<file path="src/rtl/uart_mult_ctrl.sv">
// uart_mult_ctrl: takes operand byte pairs (A then B) from the UART receiver,
// multiplies them with an 8-cycle shift-add engine and returns the 16-bit
// product to the UART transmitter as two bytes, high byte first.
module uart_mult_ctrl #(
    parameter int unsigned TIMEOUT_CYCLES = 1000000,  // 0 disables the WAIT_B timeout
    parameter int unsigned MULT_BITS      = 8          // fixed at 8
) (
    input  logic        clk_int,
    input  logic        uart_reset,
    input  logic [7:0]  rx_data,
    input  logic        rx_valid,
    input  logic        tx_ready,
    output logic        tx_start,
    output logic [7:0]  tx_data,
    output logic [15:0] product,
    output logic        result_valid,
    output logic        busy,
    output logic        overrun_err,
    output logic        timeout_err
);

    localparam int unsigned TW =
        (TIMEOUT_CYCLES > 0) ? $clog2(TIMEOUT_CYCLES + 1) : 1;
    localparam logic [TW-1:0] TMO_LIMIT = TW'(TIMEOUT_CYCLES);
    localparam logic [2:0]    LAST_BIT  = 3'(MULT_BITS - 1);

    localparam logic [2:0] ST_IDLE     = 3'd0;
    localparam logic [2:0] ST_WAIT_B   = 3'd1;
    localparam logic [2:0] ST_MULT     = 3'd2;
    localparam logic [2:0] ST_HI_START = 3'd3;
    localparam logic [2:0] ST_HI_WAIT  = 3'd4;
    localparam logic [2:0] ST_LO_START = 3'd5;
    localparam logic [2:0] ST_LO_WAIT  = 3'd6;

    logic [2:0]    state;
    logic [7:0]    op_a;
    logic [7:0]    op_b;      // shifted right each MULT cycle, bit 0 is the current multiplier bit
    logic [15:0]   a_sh;      // A shifted left to align with the current bit
    logic [15:0]   acc;
    logic [2:0]    bit_cnt;
    logic [TW-1:0] tmo_cnt;
    logic          seen_low;  // tx_ready has dropped since our start pulse

    logic [15:0]   acc_next;
    logic [TW-1:0] tmo_next;
    logic          drop_byte;

    // Datapath helpers and transmitter-facing outputs.
    always_comb begin
        acc_next  = acc + (op_b[0] ? a_sh : 16'h0000);
        tmo_next  = tmo_cnt + TW'(1);
        busy      = (state != ST_IDLE);
        drop_byte = rx_valid && (state != ST_IDLE) && (state != ST_WAIT_B);
        // Start is gated by tx_ready so it can never fire while the transmitter is busy.
        tx_start  = tx_ready && ((state == ST_HI_START) || (state == ST_LO_START));
        case (state)
            ST_HI_START, ST_HI_WAIT: tx_data = product[15:8];
            ST_LO_START, ST_LO_WAIT: tx_data = product[7:0];
            default:                 tx_data = 8'h00;
        endcase
    end

    // Control FSM, multiplier and status registers.
    always_ff @(posedge clk_int) begin
        if (uart_reset) begin
            state        <= ST_IDLE;
            op_a         <= 8'h00;
            op_b         <= 8'h00;
            a_sh         <= 16'h0000;
            acc          <= 16'h0000;
            bit_cnt      <= 3'd0;
            tmo_cnt      <= '0;
            seen_low     <= 1'b0;
            product      <= 16'h0000;
            result_valid <= 1'b0;
            overrun_err  <= 1'b0;
            timeout_err  <= 1'b0;
        end else begin
            result_valid <= 1'b0;
            timeout_err  <= 1'b0;
            if (drop_byte) begin
                overrun_err <= 1'b1;
            end
            case (state)
                ST_IDLE: begin
                    if (rx_valid) begin
                        op_a    <= rx_data;
                        tmo_cnt <= '0;
                        state   <= ST_WAIT_B;
                    end
                end
                ST_WAIT_B: begin
                    // A byte arriving on the limit cycle wins over the timeout.
                    if (rx_valid) begin
                        op_b    <= rx_data;
                        a_sh    <= {8'h00, op_a};
                        acc     <= 16'h0000;
                        bit_cnt <= 3'd0;
                        state   <= ST_MULT;
                    end else if (TIMEOUT_CYCLES != 0) begin
                        tmo_cnt <= tmo_next;
                        if (tmo_next == TMO_LIMIT) begin
                            timeout_err <= 1'b1;
                            op_a        <= 8'h00;
                            state       <= ST_IDLE;
                        end
                    end
                end
                ST_MULT: begin
                    acc     <= acc_next;
                    a_sh    <= {a_sh[14:0], 1'b0};
                    op_b    <= {1'b0, op_b[7:1]};
                    bit_cnt <= bit_cnt + 3'd1;
                    if (bit_cnt == LAST_BIT) begin
                        product      <= acc_next;
                        result_valid <= 1'b1;
                        state        <= ST_HI_START;
                    end
                end
                ST_HI_START: begin
                    if (tx_ready) begin
                        seen_low <= 1'b0;
                        state    <= ST_HI_WAIT;
                    end
                end
                ST_HI_WAIT: begin
                    if (!tx_ready) begin
                        seen_low <= 1'b1;
                    end else if (seen_low) begin
                        state <= ST_LO_START;
                    end
                end
                ST_LO_START: begin
                    if (tx_ready) begin
                        seen_low <= 1'b0;
                        state    <= ST_LO_WAIT;
                    end
                end
                ST_LO_WAIT: begin
                    if (!tx_ready) begin
                        seen_low <= 1'b1;
                    end else if (seen_low) begin
                        state <= ST_IDLE;
                    end
                end
                default: state <= ST_IDLE;
            endcase
        end
    end

endmodule

</file>
<file path="config.mk">
export PLATFORM = sky130hd
export DESIGN_NAME = uart_mult_ctrl
export DESIGN_NICKNAME = d
export VERILOG_FILES = /design/src/rtl/uart_mult_ctrl.sv
export SDC_FILE = /design/constraint.sdc
export NUM_CORES = 1
export LEC_CHECK = 0
export ABC_AREA = 1
export BUFFER_PORTS_ARGS = -buffer_cell sky130_fd_sc_hd__buf_2
export CAP_MARGIN = 20
export CELL_PAD_IN_SITES_DETAIL_PLACEMENT = 1
export CELL_PAD_IN_SITES_GLOBAL_PLACEMENT = 1
export CORE_MARGIN = 2
export CORE_UTILIZATION = 30
export DETAILED_ROUTE_END_ITERATION = 10
export HOLD_SLACK_MARGIN = 0.12
export PLACE_DENSITY_LB_ADDON = 0.1
export SYNTH_ARGS = -nofsm -noshare
export SYNTH_HDL_FRONTEND = slang
export SYNTH_SLANG_ARGS = --single-unit
</file>
<file path="constraint.sdc">
create_clock -name clk_int -period 2.7 [get_ports clk_int]
set_input_delay 0.54 -clock clk_int [delete_from_list [all_inputs] [get_ports clk_int]]
set_output_delay 0.54 -clock clk_int [all_outputs]
set_load 0.02 [all_outputs]
</file>
==> out/qor_table.md, run 1 <==
| Quantity | Reported |
|:---|:---|
| Cells along the critical path | nand2_1 > inv_1 > ha_1 > fa_1 > nand3_1 > nand2_1 > a21oi_2 > o21ai_0 > a21oi_1 > xnor2_1 > nand2_1 > a21oi_1 |
| Antenna violations before repair | 0 |
| Maximum cell stage delay along the critical path | 410 ps |
| Combinational cell fraction of total power | 28.3% |
| Warnings, synthesis | 0 |
| Die area | 18400 um2 |
| Post-detailed-route DRC marker count | 0 |
| Starting utilization of the core area | 30.4% |
| Required arrival time at the worst endpoint | 2970 ps |
| Io pins | 41 |
| Vias in the first global route | 5026 |
| Crit start category | flip-flop |
| First-pass GRT wire length | 25900 um |
| Number of buffer and inverter stages on the critical path | 1 |
| Reg clk slew, reported paths | 60 ps |
| Startpoint of the most critical hold path | bit_cnt[0] |
| Area fraction of the dominant cell type after synthesis | 36.1% |
| Routed len/inst | 14.9 um |
| Number of inserted diodes | 0 |
| Number of standard cells in the final layout excluding fillers | 1041 |
| Cell internal pwr | 2.58 mW |
| Num CTS Buffers | 9 |
| Fin. Hold Viols | 0 |
| Pin count of the biggest net entering global routing | 66 |
| Post-synthesis sequential element count | 94 |
| DRT Pass-1 Iters | 4 |
| Clock tree root driver cell | sky130_fd_sc_hd__clkbuf_16 |
| Post-layout net count | 844 |
| Switching Share | 36.5% |
| Run status | finished, final reports clean |
| Die boundary height | 136 um |
| Biggest area contributors in the synthesized netlist | sky130_fd_sc_hd__dfxtp_1 36%, sky130_fd_sc_hd__nand2_1 18%, sky130_fd_sc_hd__a21oi_1 8.6% |
| Placed insts | 1025 |
| TritonCTS clock tree | yes |
| H-tree levels | 3 |
| Sum of negative setup slack | 0 ps |
| CTS Hold Buffers Added | 0 |
| Most frequent cell on the critical path | sky130_fd_sc_hd__nand2_1 |
| Final clock period utilization by the worst path | 91.0% |
| Critical path start-end classification | reg -> reg |
| Number of library cell types mapped by synthesis | 41 |
| Global route overflow | 0 |
| Gate count of the mapped netlist | 782 |
| Count leader, synth | sky130_fd_sc_hd__nand2_1 |
| Worst r2r src | op_b[0] |
| Detailed placer's ending HPWL | 11800 um |
| Latest clock arrival within the worst-skew pair | 350 ps |
| Vias | 5039 |
| Setup repair after global routing missed its margin | false |
| Overall track demand over capacity in global routing | 17.8% |
| Clock tree buffer depth | 2 |
| Max-slew violation count | 0 |
| Timing startpoint of the critical path | op_b[0] |
| Part of the power in the clock network | 29.3% |
| Row count | 48 |
| Type of element capturing the critical path | flip-flop |
| Type of the most critical hold path | reg -> reg |
| Sequential Power Share | 42.5% |
| Cell type contributing the most total cell area after synthesis | sky130_fd_sc_hd__dfxtp_1 |
| Die X | 136 um |
| Synthesized net count | 814 |
| Critical Path AT | 2720 ps |
| Net Sw Power | 1.48 mW |
| Cell area after synthesis | 5210 um2 |
| Syn avg cell area | 6.66 um2 |
| Max-cap check violation count | 0 |
| Per-cell via count in the routed design | 4.84 |
| Crit path time final | 2460 ps |
| Standby leakage power | 2.56 nW |
| Placer Congestion | 0.873 |
| Total power divided by cell area | 685 nW/um2 |
| Dominant synthesized flop cell | sky130_fd_sc_hd__dfxtp_1 |
| Sequential fraction of the synthesis area | 36.1% |
| Share of final-layout standard cells stronger than drive strength 1 | 11.4% |
| Aggregate routed wire length | 15600 um |
| Count of nets left with antenna violations after detail routing | 0 |
| Area grow syn2layout | 13.9% |
| Num Clock Sinks | 94 |
| Crit path setup slack, layout | 243 ps |
| Top post-synthesis cells by count | 252 x sky130_fd_sc_hd__nand2_1, 94 x sky130_fd_sc_hd__dfxtp_1, 90 x sky130_fd_sc_hd__a21oi_1, 73 x sky130_fd_sc_hd__inv_1, 49 x sky130_fd_sc_hd__nor2_1 |
| Final core utilization | 34.7% |
| Count of buffers from port buffering | 40 |
| Clock skew after layout | 10.4 ps |
| Cell family contributing the most delay on the critical path | compound AO/OA/AOI/OAI gates |
| Async S/R FF share, synth | 0% |
| Core Region | 17100 um2 |
| Number of violations reported at the end of detailed-routing iteration 0 | 180 |
| Slew of the pin with the lowest slew margin | 765 ps |
| Post-synth EDFFs | 0 |
| Normalized max-slew margin | 49.0% |
| Number of setup violations in the final report | 0 |
| Worst slack at placement | 43.5 ps |
| Maximum VDD drop | 0.322 mV |
| Cell with the largest stage delay on the worst path | sky130_fd_sc_hd__fa_1 |
| Maximum fanout count along the critical path | 17 |
| Fmax | 407 MHz |
-- per-stage QoR --
stage	power [mW]	hold WS [ps]	instance area (um2)
floorplan	2.59	433	5210
global placement	2.90	448	5640
detailed placement	2.91	460	5640
CTS	4.13	463	5910
global route	4.36	476	5940
finish	4.07	463	5940
-- area by class of cell --
type                            instances  area (um2)
Fill cell                            2193       11200
Multi-Input combinational cell        577        2910
Sequential cell                        94        1880
Timing Repair Buffer                   54         305
Inverter                               76         285
Tap cell                              225         282
Clock buffer                           14         264
Clock inverter                          1        5.00
-- cell families after synthesis --
kind of cell / Yosys count / synth area share, %
compound gates: 168 / 17.5
fa+ha+maj: 20 / 4.95
flops: 94 / 36.1
simple gates: 375 / 30.6
xor+xnor: 14 / 2.35
buf+inv: 111 / 8.50
-- registers in the layout, summed over array words and instances, names as in the netlist, 3 cells and up --
| name | cells |
|---|---|
| bit_cnt | 3 |
| a_sh | 16 |
| tmo_cnt | 20 |
| state | 3 |
| op_a | 8 |
| op_b | 8 |
| product | 16 |
| acc | 16 |
-- per-layer routing --
layer,part of all wire [%],track usage (%)
met3,2.3,2.36
met2,45,28.8
met4,1.1,5.38
met1,52,24.6
met5,0,0
-- repair_timing --
item	4_1_cts	5_1_grt
setup endpoints to repair	0	33
resized for setup	0	6
buffers inserted	0	1
-- layout by cell type, fill, tap and decap left out, drive strengths merged --
master  count
inv        76
a21oi      91
nor3        4
nor2       57
o21ai      42
o22ai       5
o211ai      3
dfxtp      94
or2         4
ha         19
o21bai      3
nand2     255
a31oi      16
nand3b      2
xor2        8
o311ai      1
o211a       1
nand4       8
nand3      45
a211oi      2
a22oi       1
buf        54
clkinv      1
fa          1
a21o        3
xnor2       6
clkbuf     14
-- final timing paths --
check,cells after the start,slack [ps],endpoint
worst min-delay path,1,460,bit_cnt[0]
worst max register to register,12,240,product[10]
worst min register to register,1,460,bit_cnt[0]
worst max-delay path,12,240,product[10]
-- power groups by stage --
stage | clock network, mW | registers [mW] | logic, mW
2_1_floorplan | 0 | 1.68 | 0.913
3_3_place_gp | 0 | 1.76 | 1.14
3_5_place_dp | 0 | 1.76 | 1.15
4_1_cts | 1.25 | 1.73 | 1.16
5_1_grt | 1.30 | 1.75 | 1.31
6_report | 1.19 | 1.73 | 1.15
(Power assumes the default switching activity.)
==> inputs of run 2 (changes only) <==
==> constraint.sdc (replaced) <==
create_clock -name clk_int -period 2.7 [get_ports clk_int]
set_input_delay 0 -clock clk_int [delete_from_list [all_inputs] [get_ports clk_int]]
set_output_delay 0 -clock clk_int [all_outputs]
set_load 0.02 [all_outputs]
==> run 2 against run 1 <==
Net effect:
- highest routed layer unchanged
- largest power group unchanged
- sequential cell count is the same
- maximum frequency decreased by 0.62%
- sequential power hardly changed
- critical path type unchanged
==> out/qor_table.md, run 2 (synthesis gave the netlist of run 1 again) <==
| Quantity | Reported | vs previous |
|:---|:---|:---|
| Max-cap check violation count | 0 | unchanged |
| Top layer used by detailed routing | met4 |  |
| Fin. Hold Viols | 0 | unchanged |
| Combinational cell fraction of total power | 27.2% | -1.1 points |
| Number of buffer and inverter stages on the critical path | 0 | -1 |
| Num CTS Buffers | 9 | unchanged |
| Post-detailed-route DRC marker count | 0 | unchanged |
| Core Region | 17100 um2 | unchanged |
| Count of buffers from port buffering | 40 | unchanged |
| Die X | 136 um | unchanged |
| Cell internal pwr | 2.74 mW | +6.1% |
| Worst reg-to-reg setup slack | 230 ps | -20 ps |
| Detailed placer's ending HPWL | 11900 um | +0.50% |
| DRT Pass-1 Iters | 4 | unchanged |
| Critical Path AT | 2710 ps | about the same |
| Switching Share | 35.6% | -0.90 points |
| Cell with the largest stage delay on the worst path | sky130_fd_sc_hd__dfxtp_1 |  |
| Antenna violations before repair | 0 | unchanged |
| Placement-stage cell area | 5630 um2 | -0.13% |
| Crit path time final | 2470 ps | +15.4 ps |
| Die area | 18400 um2 | unchanged |
| Vias | 5131 | +1.8% |
| Post-layout net count | 853 | +1.1% |
| H-tree levels | 3 | unchanged |
| Global route overflow | 0 | unchanged |
| Maximum cell stage delay along the critical path | 410 ps | about the same |
| Number of violations reported at the end of detailed-routing iteration 0 | 211 | +17% |
| Sequential Power Share | 40.7% | -1.8 points |
| Pin count of the biggest net entering global routing | 66 | unchanged |
| Critical path start-end classification | reg -> reg |  |
| Maximum VDD drop | 0.351 mV | +9.1% |
| Cell family contributing the most delay on the critical path | simple AND/OR/NAND/NOR gates |  |
| Leading cell type in the layout, fill and taps excluded | sky130_fd_sc_hd__nand2_1 |  |
| Starting utilization of the core area | 30.4% | unchanged |
| Run status | finished, final reports clean |  |
| Sum of negative setup slack | 0 ps | unchanged |
| Reg clk slew, reported paths | 70 ps | about the same |
| PnR Total Power | 4.25 mW | +4.6% |
| Placer Congestion | 0.866 | -0.80% |
| Clock skew after layout | 6.60 ps | -3.81 ps |
| Net Sw Power | 1.51 mW | +2.0% |
| Total power divided by cell area | 699 nW/um2 | +2.1% |
| Overall track demand over capacity in global routing | 18.2% | +0.45 points |
| Per-cell via count in the routed design | 4.88 | +0.86% |
| Cell count of the worst hold path | 3 | +2 |
| Num Clock Sinks | 94 | unchanged |
| Slew of the pin with the lowest slew margin | 888 ps | +123 ps |
| Largest register by flop count | tmo_cnt |  |
| Routed len/inst | 15.1 um | +1.2% |
| Type of element capturing the critical path | flip-flop |  |
| Share of final-layout standard cells stronger than drive strength 1 | 11.5% | +0.10 points |
| Stages on the worst setup path | 16 | +4 |
| Number of filler cells placed in the layout | 2183 | -0.46% |
| Cells along the critical path | ha_2 > nand2_1 > nor2_4 > nand2_2 > nand2_1 > nand2_1 > nor2_1 > nand2_1 > nor2_1 > nand2_1 > nor2_2 > nand3_2 > nand2_8 > nand3_1 > nand2_1 > nor2_1 |  |
| Count of nets left with antenna violations after detail routing | 0 | unchanged |
| Io pins | 41 | unchanged |
| Final clock period utilization by the worst path | 91.6% | +0.57 points |
| Required arrival time at the worst endpoint | 2940 ps | -30 ps |
| Part of the power in the clock network | 32.0% | +2.7 points |
| Flip-flop count of the largest register after layout | 20 | unchanged |
| Fmax | 404 MHz | -0.62% |
| Area grow syn2layout | 16.7% |  |
| First-pass GRT wire length | 26400 um | +1.9% |
| Number of inserted diodes | 0 | unchanged |
| Number of setup violations in the final report | 0 | unchanged |
| Vias in the first global route | 5293 | +5.3% |
| Most frequent cell on the critical path | sky130_fd_sc_hd__nand2_1 |  |
| Hold slack final | 324 ps | -140 ps |
| Reg2reg path depth | 16 | +4 |
| Detailed-route wire length on metal 1 | 8070 um | +0.75% |
| Crit start category | flip-flop |  |
| Latest clock arrival within the worst-skew pair | 350 ps | about the same |
| Clock tree root driver cell | sky130_fd_sc_hd__clkbuf_16 |  |
| TritonCTS clock tree | yes |  |
| Standby leakage power | 2.62 nW | +2.4% |
| Max-slew violation count | 0 | unchanged |
| Routed length on met3 | 366 um | +0.27% |
| Type of the most critical hold path | in -> reg |  |
| Setup repair after global routing missed its margin | false |  |
| Clock tree buffer depth | 2 | unchanged |
| Row count | 48 | unchanged |
| Normalized max-slew margin | 40.7% | -8.3 points |
| Die boundary height | 136 um | unchanged |
| Met2 Routed Length | 7180 um | +2.6% |
| Aggregate routed wire length | 15900 um | +2.2% |
| Total non-filler cell area in the finished layout | 6080 um2 | +2.5% |
| Highest-count cells in the layout ignoring fill and taps | 252 x sky130_fd_sc_hd__nand2_1, 92 x sky130_fd_sc_hd__dfxtp_1, 88 x sky130_fd_sc_hd__a21oi_1 |  |
| Maximum fanout count along the critical path | 16 | -1 |
## run 2: changes by cell type in the layout (fill, tap and decap cells not counted), sizes merged
| cell | before | now |
|---|---|---|
| dlygate4sd3 | 0 | 11 |
| buf | 54 | 52 |
| bufinv | 0 | 1 |
| clkinv | 1 | 2 |
| clkbuf | 14 | 13 |
## run 2: routing by layer
layer	up-vias	global-route usage (%)
met5	-	0
met4	0	6.60
met3	17	2.32
met2	65	29.8
met1	2423	24.6
li1	2626	-
## run 2: timing repair
action / 4_1_cts / 5_1_grt
hold endpoints to repair: 19 / 0
endpoints found under the setup margin: 0 / 21
buffers inserted: 0 / 0
resized for setup: 0 / 6
hold buffers: 11 / 0
## run 2: tightest hold or removal path, stage by stage
cell and delay [ps]:
sky130_fd_sc_hd__buf_2 110, sky130_fd_sc_hd__buf_4 340, sky130_fd_sc_hd__nor2_1 170
## run 2: area by class of cell
type,instances,area (um2),area share (%)
sequential,94,1880,31.0
clock buffer,13,280,4.61
multi-input combinational,577,2910,47.9
timing repair buffer,63,400,6.58
clock inverter,3,40.0,0.658
tap,225,282,4.63
inverter,76,285,4.69
## run 2: power groups by stage
stage | Clock [mW] | Sequential (mW) | Combinational, mW
2_1_floorplan | 0 | 1.68 | 0.913
3_3_place_gp | 0 | 1.76 | 1.13
5_1_grt | 1.46 | 1.76 | 1.34
4_1_cts | 1.42 | 1.73 | 1.17
3_5_place_dp | 0 | 1.76 | 1.15
6_report | 1.36 | 1.73 | 1.16
## run 2: final timing paths
path              startpoint           to
hold / removal    uart_reset  overrun_err
setup / recovery  tmo_cnt[0]      op_a[6]
hold reg to reg   bit_cnt[1]   bit_cnt[1]
setup reg to reg  tmo_cnt[0]      op_a[6]
## run 2: through the flow
| step | worst slack (ps) | util, % | cells |
|---|---|---|---|
| global placement | 153 | 32.9 | 1024 |
| finish | 228 | 35.5 | 1051 |
| CTS | 10.0 | 35.4 | 1051 |
| detailed placement | 28.4 | 32.9 | 1024 |
| floorplan | 267 | - | 782 |
| global route | 18.1 | 35.5 | 1051 |
